===== src/rtl/mdu_pkg.sv =====
// Shared definitions for the multiply/divide unit.
// Provides operand width default, op encodings and the sequencer state type.
package mdu_pkg;

    localparam int unsigned MduWidth = 32;

    // op[1] selects divide, op[0] selects signed operation
    localparam logic [1:0] MDU_MULTU = 2'b00;
    localparam logic [1:0] MDU_MULT  = 2'b01;
    localparam logic [1:0] MDU_DIVU  = 2'b10;
    localparam logic [1:0] MDU_DIV   = 2'b11;

    typedef enum logic [1:0] {
        StIdle,
        StCalc,
        StFix
    } mdu_state_e;

endpackage


===== src/rtl/mdu_step.sv =====
// Combinational single iteration of the multiply/divide datapath.
// Ports:
//   is_div_i : 1 = restoring-divide step, 0 = shift-add multiply step
//   acc_i    : upper half (product accumulator / partial remainder)
//   low_i    : lower half (multiplier being consumed / quotient being built)
//   opnd_i   : multiplicand or divisor magnitude
//   acc_o    : next upper half
//   low_o    : next lower half
module mdu_step
    import mdu_pkg::*;
#(
    parameter int unsigned Width = MduWidth
) (
    input  logic             is_div_i,
    input  logic [Width-1:0] acc_i,
    input  logic [Width-1:0] low_i,
    input  logic [Width-1:0] opnd_i,
    output logic [Width-1:0] acc_o,
    output logic [Width-1:0] low_o
);

    logic [Width:0]   mul_sum;
    logic [Width:0]   rem_sh;
    logic [Width+1:0] diff;

    always_comb begin
        mul_sum = {1'b0, acc_i} + (low_i[0] ? {1'b0, opnd_i} : '0);
        rem_sh  = {acc_i, low_i[Width-1]};
        // One extra bit so a negative trial result is visible in the MSB
        diff    = {1'b0, rem_sh} - {2'b00, opnd_i};
        acc_o   = '0;
        low_o   = '0;
        if (is_div_i) begin
            if (!diff[Width+1]) begin
                acc_o = diff[Width-1:0];
                low_o = {low_i[Width-2:0], 1'b1};
            end else begin
                acc_o = rem_sh[Width-1:0];
                low_o = {low_i[Width-2:0], 1'b0};
            end
        end else begin
            acc_o = mul_sum[Width:1];
            low_o = {mul_sum[0], low_i[Width-1:1]};
        end
    end

    // A kept remainder is always below the divisor, so these top bits are zero
    logic unused_bits;
    assign unused_bits = ^{diff[Width], rem_sh[Width]};

endmodule


===== src/rtl/mdu_controller.sv =====
// Iterative multiply/divide sequencer owning the HI/LO register pair.
// Runs 32 shift-add multiply or restoring-divide steps on operand magnitudes,
// then applies sign correction and writes HI/LO in a final fix-up cycle.
// Ports:
//   clk, rst         : clock, synchronous active-high reset
//   start, op, a, b  : launch request (sampled only when idle), op code, operands
//   hi_we, lo_we     : MTHI/MTLO strobes, honoured only when idle and not starting
//   wdata            : MTHI/MTLO data
//   busy             : operation in flight (stall request)
//   done             : one-cycle pulse when an operation updates HI/LO
//   hi, lo           : architectural HI/LO registers
module mdu_controller
    import mdu_pkg::*;
#(
    parameter int unsigned WIDTH = MduWidth
) (
    input  logic             clk,
    input  logic             rst,
    input  logic             start,
    input  logic [1:0]       op,
    input  logic [WIDTH-1:0] a,
    input  logic [WIDTH-1:0] b,
    input  logic             hi_we,
    input  logic             lo_we,
    input  logic [WIDTH-1:0] wdata,
    output logic             busy,
    output logic             done,
    output logic [WIDTH-1:0] hi,
    output logic [WIDTH-1:0] lo
);

    localparam int unsigned CntW = $clog2(WIDTH);

    mdu_state_e       state_q, state_d;
    logic [1:0]       op_q, op_d;
    logic             neg_res_q, neg_res_d;   // product/quotient must be negated
    logic             neg_rem_q, neg_rem_d;   // remainder must be negated
    logic             div0_q, div0_d;
    logic [WIDTH-1:0] a_orig_q, a_orig_d;
    logic [WIDTH-1:0] acc_q, acc_d;
    logic [WIDTH-1:0] low_q, low_d;
    logic [WIDTH-1:0] opnd_q, opnd_d;
    logic [CntW-1:0]  cnt_q, cnt_d;
    logic [WIDTH-1:0] hi_q, hi_d;
    logic [WIDTH-1:0] lo_q, lo_d;
    logic             done_q, done_d;

    logic             a_neg, b_neg;
    logic [WIDTH-1:0] a_mag, b_mag;
    logic [WIDTH-1:0] step_acc, step_low;
    logic [2*WIDTH-1:0] prod, prod_s;
    logic [WIDTH-1:0] quot_s, rem_s;

    mdu_step #(
        .Width (WIDTH)
    ) u_step (
        .is_div_i (op_q[1]),
        .acc_i    (acc_q),
        .low_i    (low_q),
        .opnd_i   (opnd_q),
        .acc_o    (step_acc),
        .low_o    (step_low)
    );

    always_comb begin
        a_neg  = op[0] & a[WIDTH-1];
        b_neg  = op[0] & b[WIDTH-1];
        a_mag  = a_neg ? -a : a;
        b_mag  = b_neg ? -b : b;

        prod   = {acc_q, low_q};
        prod_s = neg_res_q ? -prod : prod;
        quot_s = neg_res_q ? -low_q : low_q;
        rem_s  = neg_rem_q ? -acc_q : acc_q;
    end

    always_comb begin
        state_d   = state_q;
        op_d      = op_q;
        neg_res_d = neg_res_q;
        neg_rem_d = neg_rem_q;
        div0_d    = div0_q;
        a_orig_d  = a_orig_q;
        acc_d     = acc_q;
        low_d     = low_q;
        opnd_d    = opnd_q;
        cnt_d     = cnt_q;
        hi_d      = hi_q;
        lo_d      = lo_q;
        done_d    = 1'b0;

        unique case (state_q)
            StIdle: begin
                if (start) begin
                    state_d   = StCalc;
                    op_d      = op;
                    neg_res_d = a_neg ^ b_neg;
                    neg_rem_d = a_neg;
                    div0_d    = (b == '0);
                    a_orig_d  = a;
                    acc_d     = '0;
                    cnt_d     = '0;
                    if (op[1]) begin
                        low_d  = a_mag;
                        opnd_d = b_mag;
                    end else begin
                        low_d  = b_mag;
                        opnd_d = a_mag;
                    end
                end else begin
                    if (hi_we) hi_d = wdata;
                    if (lo_we) lo_d = wdata;
                end
            end
            StCalc: begin
                acc_d = step_acc;
                low_d = step_low;
                cnt_d = cnt_q + 1'b1;
                if (cnt_q == CntW'(WIDTH - 1)) begin
                    state_d = StFix;
                end
            end
            StFix: begin
                state_d = StIdle;
                done_d  = 1'b1;
                if (!op_q[1]) begin
                    hi_d = prod_s[2*WIDTH-1:WIDTH];
                    lo_d = prod_s[WIDTH-1:0];
                end else if (div0_q) begin
                    hi_d = a_orig_q;
                    lo_d = '1;
                end else begin
                    hi_d = rem_s;
                    lo_d = quot_s;
                end
            end
            default: state_d = StIdle;
        endcase
    end

    always_ff @(posedge clk) begin
        if (rst) begin
            state_q   <= StIdle;
            op_q      <= '0;
            neg_res_q <= 1'b0;
            neg_rem_q <= 1'b0;
            div0_q    <= 1'b0;
            a_orig_q  <= '0;
            acc_q     <= '0;
            low_q     <= '0;
            opnd_q    <= '0;
            cnt_q     <= '0;
            hi_q      <= '0;
            lo_q      <= '0;
            done_q    <= 1'b0;
        end else begin
            state_q   <= state_d;
            op_q      <= op_d;
            neg_res_q <= neg_res_d;
            neg_rem_q <= neg_rem_d;
            div0_q    <= div0_d;
            a_orig_q  <= a_orig_d;
            acc_q     <= acc_d;
            low_q     <= low_d;
            opnd_q    <= opnd_d;
            cnt_q     <= cnt_d;
            hi_q      <= hi_d;
            lo_q      <= lo_d;
            done_q    <= done_d;
        end
    end

    assign busy = (state_q != StIdle);
    assign done = done_q;
    assign hi   = hi_q;
    assign lo   = lo_q;

endmodule

===== config.mk =====
export PLATFORM = sky130hd
export DESIGN_NAME = mdu_controller
export DESIGN_NICKNAME = d
export VERILOG_FILES = /design/src/rtl/mdu_pkg.sv /design/src/rtl/mdu_step.sv /design/src/rtl/mdu_controller.sv
export SDC_FILE = /design/constraint.sdc
export NUM_CORES = 1
export LEC_CHECK = 0
export CORE_UTILIZATION = 26
export CTS_CLUSTER_SIZE = 28
export DETAILED_ROUTE_END_ITERATION = 12
export DONT_BUFFER_PORTS = 1
export PLACE_DENSITY = 0.5
export SLEW_MARGIN = 15
export SYNTH_ARGS = -nofsm -noshare
export SYNTH_HDL_FRONTEND = slang
export SYNTH_SLANG_ARGS = --single-unit

===== constraint.sdc =====
create_clock -name clk -period 7.1 [get_ports clk]
set_clock_uncertainty 0.05 [all_clocks]
set_input_delay 1.42 -clock clk [delete_from_list [all_inputs] [get_ports clk]]
set_output_delay 1.42 -clock clk [all_outputs]
set_load 0.05 [all_outputs]

Word level (Yosys, flattened, before mapping)

Cells that the tools add are included.

Reduce and logical (&&, ||, !) cells: 10
Bitwise logic cells: 3
Equality and inequality tests: 8
Multiplexer cells: 32
Add/subtract/negate cells: 8

Operator list:

| cell                                                                   | count |
|---|---|
| 32-bit two-way mux                                                     | 20 |
| 32-bit one-hot mux with 2 select lines                                 | 4 |
| 32-bit negation                                                        | 4 |
| 64-bit two-way mux                                                     | 1 |
| 64-bit negation                                                        | 1 |
| 33-bit by 32-bit subtractor with 34-bit output                         | 1 |
| 32-bit by 33-bit adder with 33-bit output                              | 1 |
| 32-bit logical NOT                                                     | 1 |
| 2-bit inequality test (second input constant)                          | 5 |
| 5-bit one-hot mux with 2 select lines                                  | 1 |
| 2-bit AND reduction                                                    | 3 |
| 3-bit AND reduction                                                    | 2 |
| 2-bit nonzero test                                                     | 3 |
| 5-bit by 1-bit adder with 5-bit output (second input constant)         | 1 |
| 5-bit equality test (second input constant)                            | 1 |
| 5-bit two-way mux                                                      | 1 |
| 2-bit two-way mux                                                      | 2 |
| 2-bit one-hot mux with 2 select lines                                  | 1 |
| 1-bit AND                                                              | 2 |
| 2-bit by 1-bit equality test with 1-bit output (second input constant) | 1 |
| 2-bit equality test (second input constant)                            | 1 |
| 2-bit logical NOT                                                      | 1 |
| 1-bit two-way mux                                                      | 2 |
| 1-bit bitwise XOR                                                      | 1 |

Output and inout bits: 66
Logic and storage cells: 74
Register bits after elaboration: 205
Input bits: 103

Depth between registers and ports, before layout

Word-level depth: 5
Gate-level depth with buffers: 15
Depth with buffers taken out: 14

Modules after synthesis

From an unflattened synthesis, not the netlist that was laid out.

Cell total of the unflattened synthesis: 2419
Area, all modules: 17379.2 um^2

Modules (own cells, without submodules):

| module         | instances | cells each | area each (um^2) |
|---|---|---|---|
| mdu_controller | 1         | 1718       | 12603.3 |
| mdu_step       | 1         | 701        | 4775.8 |

Least setup slack after synthesis

OpenSTA, ideal clock, no wires.

Kind: in2reg
Start: input port b[10]
End: register low_q[27]
Path buffers: 0
Cell stages on the path: 8
Library setup time: 0.095 ns
Slack: 3.169 ns
Arrival: 3.785 ns
Path through: or4_1 or3_1 nor4_1 nand2_1 o41ai_1 xnor2_1 o211ai_1 a221oi_1

Word-level cells in the longest chain between the ends: 5

RTL lines:

| item                                   | line                  | text |
|---|---|---|
| from (decl)                            | mdu_controller.sv:22  | `input logic [WIDTH-1:0] b,` |
| 32-bit negation                        | mdu_controller.sv:69  | `b_mag = b_neg ? -b : b;` |
| 32-bit two-way mux                     | mdu_controller.sv:69  |  |
| 32-bit two-way mux                     | mdu_controller.sv:103 | `if (op[1]) begin` |
| 32-bit two-way mux                     | mdu_controller.sv:94  | `if (start) begin` |
| 32-bit one-hot mux with 2 select lines | mdu_controller.sv:92  | `unique case (state_q)` |
| to (signal assigned)                   | mdu_controller.sv:164 | `low_q <= low_d;` |
| to (decl)                              | mdu_controller.sv:41  | `logic [WIDTH-1:0] low_q, low_d;` |

Every way passes these cells. The select of a mux whose other input is x is not followed.
A chain may end at the register's enable or synchronous reset.

Worst setup path after layout

Start: register acc_q[3]
End: register acc_q[26]

Word-level cells in the longest chain between the ends: 4
Elaborated cells on any way between the ends: 5
Those cells by class: add/sub (2); mux (3)

RTL lines:

| item                                           | line                  | text |
|---|---|---|
| from (decl)                                    | mdu_controller.sv:40  | `logic [WIDTH-1:0] acc_q, acc_d;` |
| from (signal assigned)                         | mdu_controller.sv:149 | `acc_q <= '0;` |
| from (signal assigned)                         | mdu_controller.sv:163 | `acc_q <= acc_d;` |
| 33-bit by 32-bit subtractor with 34-bit output | mdu_step.sv:30        | `diff = {1'b0, rem_sh} - {2'b00, opnd_i};` |
| 32-bit two-way mux                             | mdu_step.sv:34        | `if (!diff[Width+1]) begin` |
| 32-bit two-way mux *                           | mdu_step.sv:33        | `if (is_div_i) begin` |
| 32-bit one-hot mux with 2 select lines *       | mdu_controller.sv:92  |  |

Every way passes the cells marked *; elsewhere a longest branch is shown, timed or not.

==> results by group <==
Critical path
  • Crit path kind: register to register
  • R2R setup slack: 2930 ps
  • Req. time, crit path: 7510 ps
  • Setup crit end kind: register
  • Worst Path Max Fanout: 40
  • Reg-to-Reg Start: acc_q[3]$_SDFFE_PP0P_
  • Reg2Reg Depth: 10
  • CP startpoint kind: register
  • Reg2reg end: acc_q[26]$_SDFFE_PP0P_
  • Crit path DAT: 4580 ps

Final layout
  • Final core occ: 28.6%
  • Ant. Diodes: 0
  • Nets: 2,318
  • Synth-to-Final Area Change: 8.50%
  • Most frequent cells in the layout: 319 x nand2_1, 243 x a21oi_1, 205 x nor2_1
  • Share of layout cells above drive strength 1: 4.67%
  • Most common cell after layout, fill and taps aside: nand2_1

Clock tree
  • CTS buffer count: 26
  • Clk buf depth: 3
  • PostCTS Resize Cnt: 0
  • TritonCTS clock tree: built
  • Root buffer cell: clkbuf_16
  • Htree depth: 1
  • Clk slew on worst S/H paths: 70 ps
  • Postcts setup bufs: 0
  • Clock latency on the worst-skew pair: 560 ps
  • Post-CTS Hold Fix Bufs: 0
  • Clk sinks: 204

Timing
  • Number of endpoints failing setup at the final stage: 0
  • Least-Margin Pin Slew: 1080 ps
  • Max-slew headroom: 28.3%
  • Setup TNS: 0 ps
  • Final hold vios: 0
  • Min Tclk post-route: 4170 ps
  • Max Clock Freq: 240 MHz
  • Unrepaired setup endpoints after global routing: no
  • Crit share post-route: 58.8%
  • Final Max Tran Viols: 0

Power and ir drop
  • Switch Pwr: 1270 uW
  • Clock power share: 37.2%
  • Sequential power share: 39.4%
  • Comb power frac: 23.5%
  • Pint: 2270 uW
  • Pwr Density: 200 mW/mm^2
  • Leakage: 0.00637 uW
  • Sw frac: 35.9%
  • Max VDD drop: 157 uV

Logic synthesis
  • Async S/R FF share, synth: 0%
  • Synth Cell Area: 0.0163 sq mm
  • Top FF cell, synth: dfxtp_1
  • Number of synthesized flops with an enable pin: 0
  • Area leader, netlist: dfxtp_1
  • Register bit total from synthesis: 204
  • Seq/Total Area, Yosys: 25.1%
  • Synth cell types: 71
  • Syn Nets: 2,447
  • Syn Area/Cell: 7.17 sq um
  • Number of cells produced by synthesis: 2,272
  • Post-synth top area share: 25.1%
  • Yosys warning total: 0
  • Synth area leaders: dfxtp_1 25%, a21oi_1 7.5%, nand2_1 7.4%

Floorplanning
  • Die width: 252 um
  • I/O pins: 169
  • Die extent in y: 252 um
  • Initial Utilization: 26.3%
  • Die area: 0.0637 sq mm
  • Core Area: 0.0618 sq mm
  • # rows: 91

Global route
  • Total grt overflow: 0
  • Initial antenna violation count: 0
  • First-pass GRT wire length: 101 mm
  • Vias in the first global route: 14,955
  • All-Layer GR Usage: 20.8%
  • Largest net degree at the start of global routing: 172

Drt
  • WL final: 68.7 mm
  • Routed len/inst: 22.9 um
  • Pre-antenna DRT Iters: 6
  • First DRT Iteration DRCs: 1,885
  • DRT antenna net count: 0
  • Via count: 16,652
  • Via-to-Cell Ratio: 5.55
  • # DRC: 0

Worst hold path
  • Hold depth: 2
  • Hold Path Class: register to register
  • Hold Crit Start: opnd_q[3]$_SDFFE_PP0P_
  • Worst Hold Endpoint: opnd_q[3]$_SDFFE_PP0P_

Place
  • Port Buf Inserts: 0
  • Global placement routability congestion: 0.932
  • HPWL after DPL: 52.1 mm

Run status
  • Outcome: complete, no violations

Job
  • Max_cap viols: 0
==> through the flow <==
stage / total power, uW / area (sq um) / hold WS, ps / cells / setup slack [ps]
3_3_place_gp: 2220 / 16800 / 388 / 2952 / 2780
6_report: 3540 / 17700 / 399 / 2999 / 2930
4_1_cts: 3540 / 17700 / 399 / 2999 / 2960
2_1_floorplan: 1990 / 16300 / 379 / 2272 / 3170
3_5_place_dp: 2230 / 16800 / 391 / 2952 / 2780
5_1_grt: 3680 / 17700 / 419 / 2999 / 2620
==> final cells by class <==
| class | instances | area (sq um) |
|---|---|---|
| sequential | 204 | 4090 |
| tap | 837 | 1050 |
| clock inverter | 9 | 91.3 |
| timing repair buffer | 22 | 165 |
| clock buffer | 38 | 736 |
| fill | 6711 | 44200 |
| multi-input combinational | 1821 | 11300 |
| inverter | 68 | 255 |
==> critical path, stage by stage (launching register included) <==
cell and delay, ps:
dfxtp_1 620, ha_1 360, a21oi_1 200, nand2_1 70, a31oi_1 360, o221a_2 340
a22oi_1 180, a41oi_1 550, o21a_2 790, o21ai_0 220, a221o_1 320
==> worst max path at each step <==
stage               slack [ps]                      to  cells past startpoint             startpoint
floorplan                 3170  low_q[27]$_SDFFE_PP0P_                      8                  b[10]
global placement          2780  low_q[27]$_SDFFE_PP0P_                     10                   a[2]
detailed placement        2780  low_q[27]$_SDFFE_PP0P_                      8                  b[10]
CTS                       2960   acc_q[9]$_SDFFE_PP0P_                     10  acc_q[3]$_SDFFE_PP0P_
global route              2620  acc_q[28]$_SDFFE_PP0P_                     13  low_q[0]$_SDFFE_PP0P_
finish                    2930  acc_q[26]$_SDFFE_PP0P_                     10  acc_q[3]$_SDFFE_PP0P_
==> state kept, by name, indices dropped and copies added (netlist names), 2 cells and up <==
register / count
a_orig_q: 32
acc_q: 32
cnt_q: 5
hi: 32
lo: 32
low_q: 32
opnd_q: 32
state_q: 2
==> layer usage <==
layer,wire length [um],global-route usage [%],vias up
met5,0,0,-
met4,2250,6.22,0
met3,5890,4.79,94
met2,29100,31.1,647
met1,31500,29.4,7988
li1,-,-,7923
==> cell usage after synthesis (12+ instances only) <==
cell type / n
nor3_1: 35
o31ai_1: 23
a22oi_1: 12
nand3_1: 46
a21o_1: 30
o22ai_1: 12
nand2_1: 319
inv_1: 67
buf_1: 17
a211oi_1: 72
a311oi_1: 16
o21ai_0: 147
nor2_1: 209
o221ai_1: 39
xnor2_1: 115
or3_1: 20
o41ai_1: 15
and3_1: 14
o211ai_1: 47
nor2b_1: 20
dfxtp_1: 204
a31oi_1: 20
or4_1: 15
nand2b_1: 23
mux2i_1: 37
or2_2: 14
ha_1: 70
xor2_1: 78
nor4_1: 16
clkbuf_1: 153
a21oi_1: 243
==> cells by family (layout without fill, tap and decap cells) <==
kind of cell | after synthesis | count (layout) | synth area share, %
and+or+nand+nor | 770 | 770 | 21.4
AOI/OAI and AO/OA | 749 | 749 | 29.4
buffers and inverters | 247 | 137 | 5.88
DFF | 204 | 204 | 25.1
xor gates and xnor gates | 193 | 193 | 10.4
adders and majority gates | 72 | 72 | 5.62
muxes | 37 | 37 | 2.27
==> power by group through the flow <==
| stage | sequential (uW) | clock, uW | combinational (uW) |
|---|---|---|---|
| after floorplan | 1340 | 0 | 641 |
| after global placement | 1410 | 0 | 807 |
| after detailed placement | 1420 | 0 | 813 |
| after CTS | 1390 | 1330 | 815 |
| after global routing | 1400 | 1370 | 905 |
| final | 1390 | 1320 | 830 |
(Power assumes the default switching activity.)
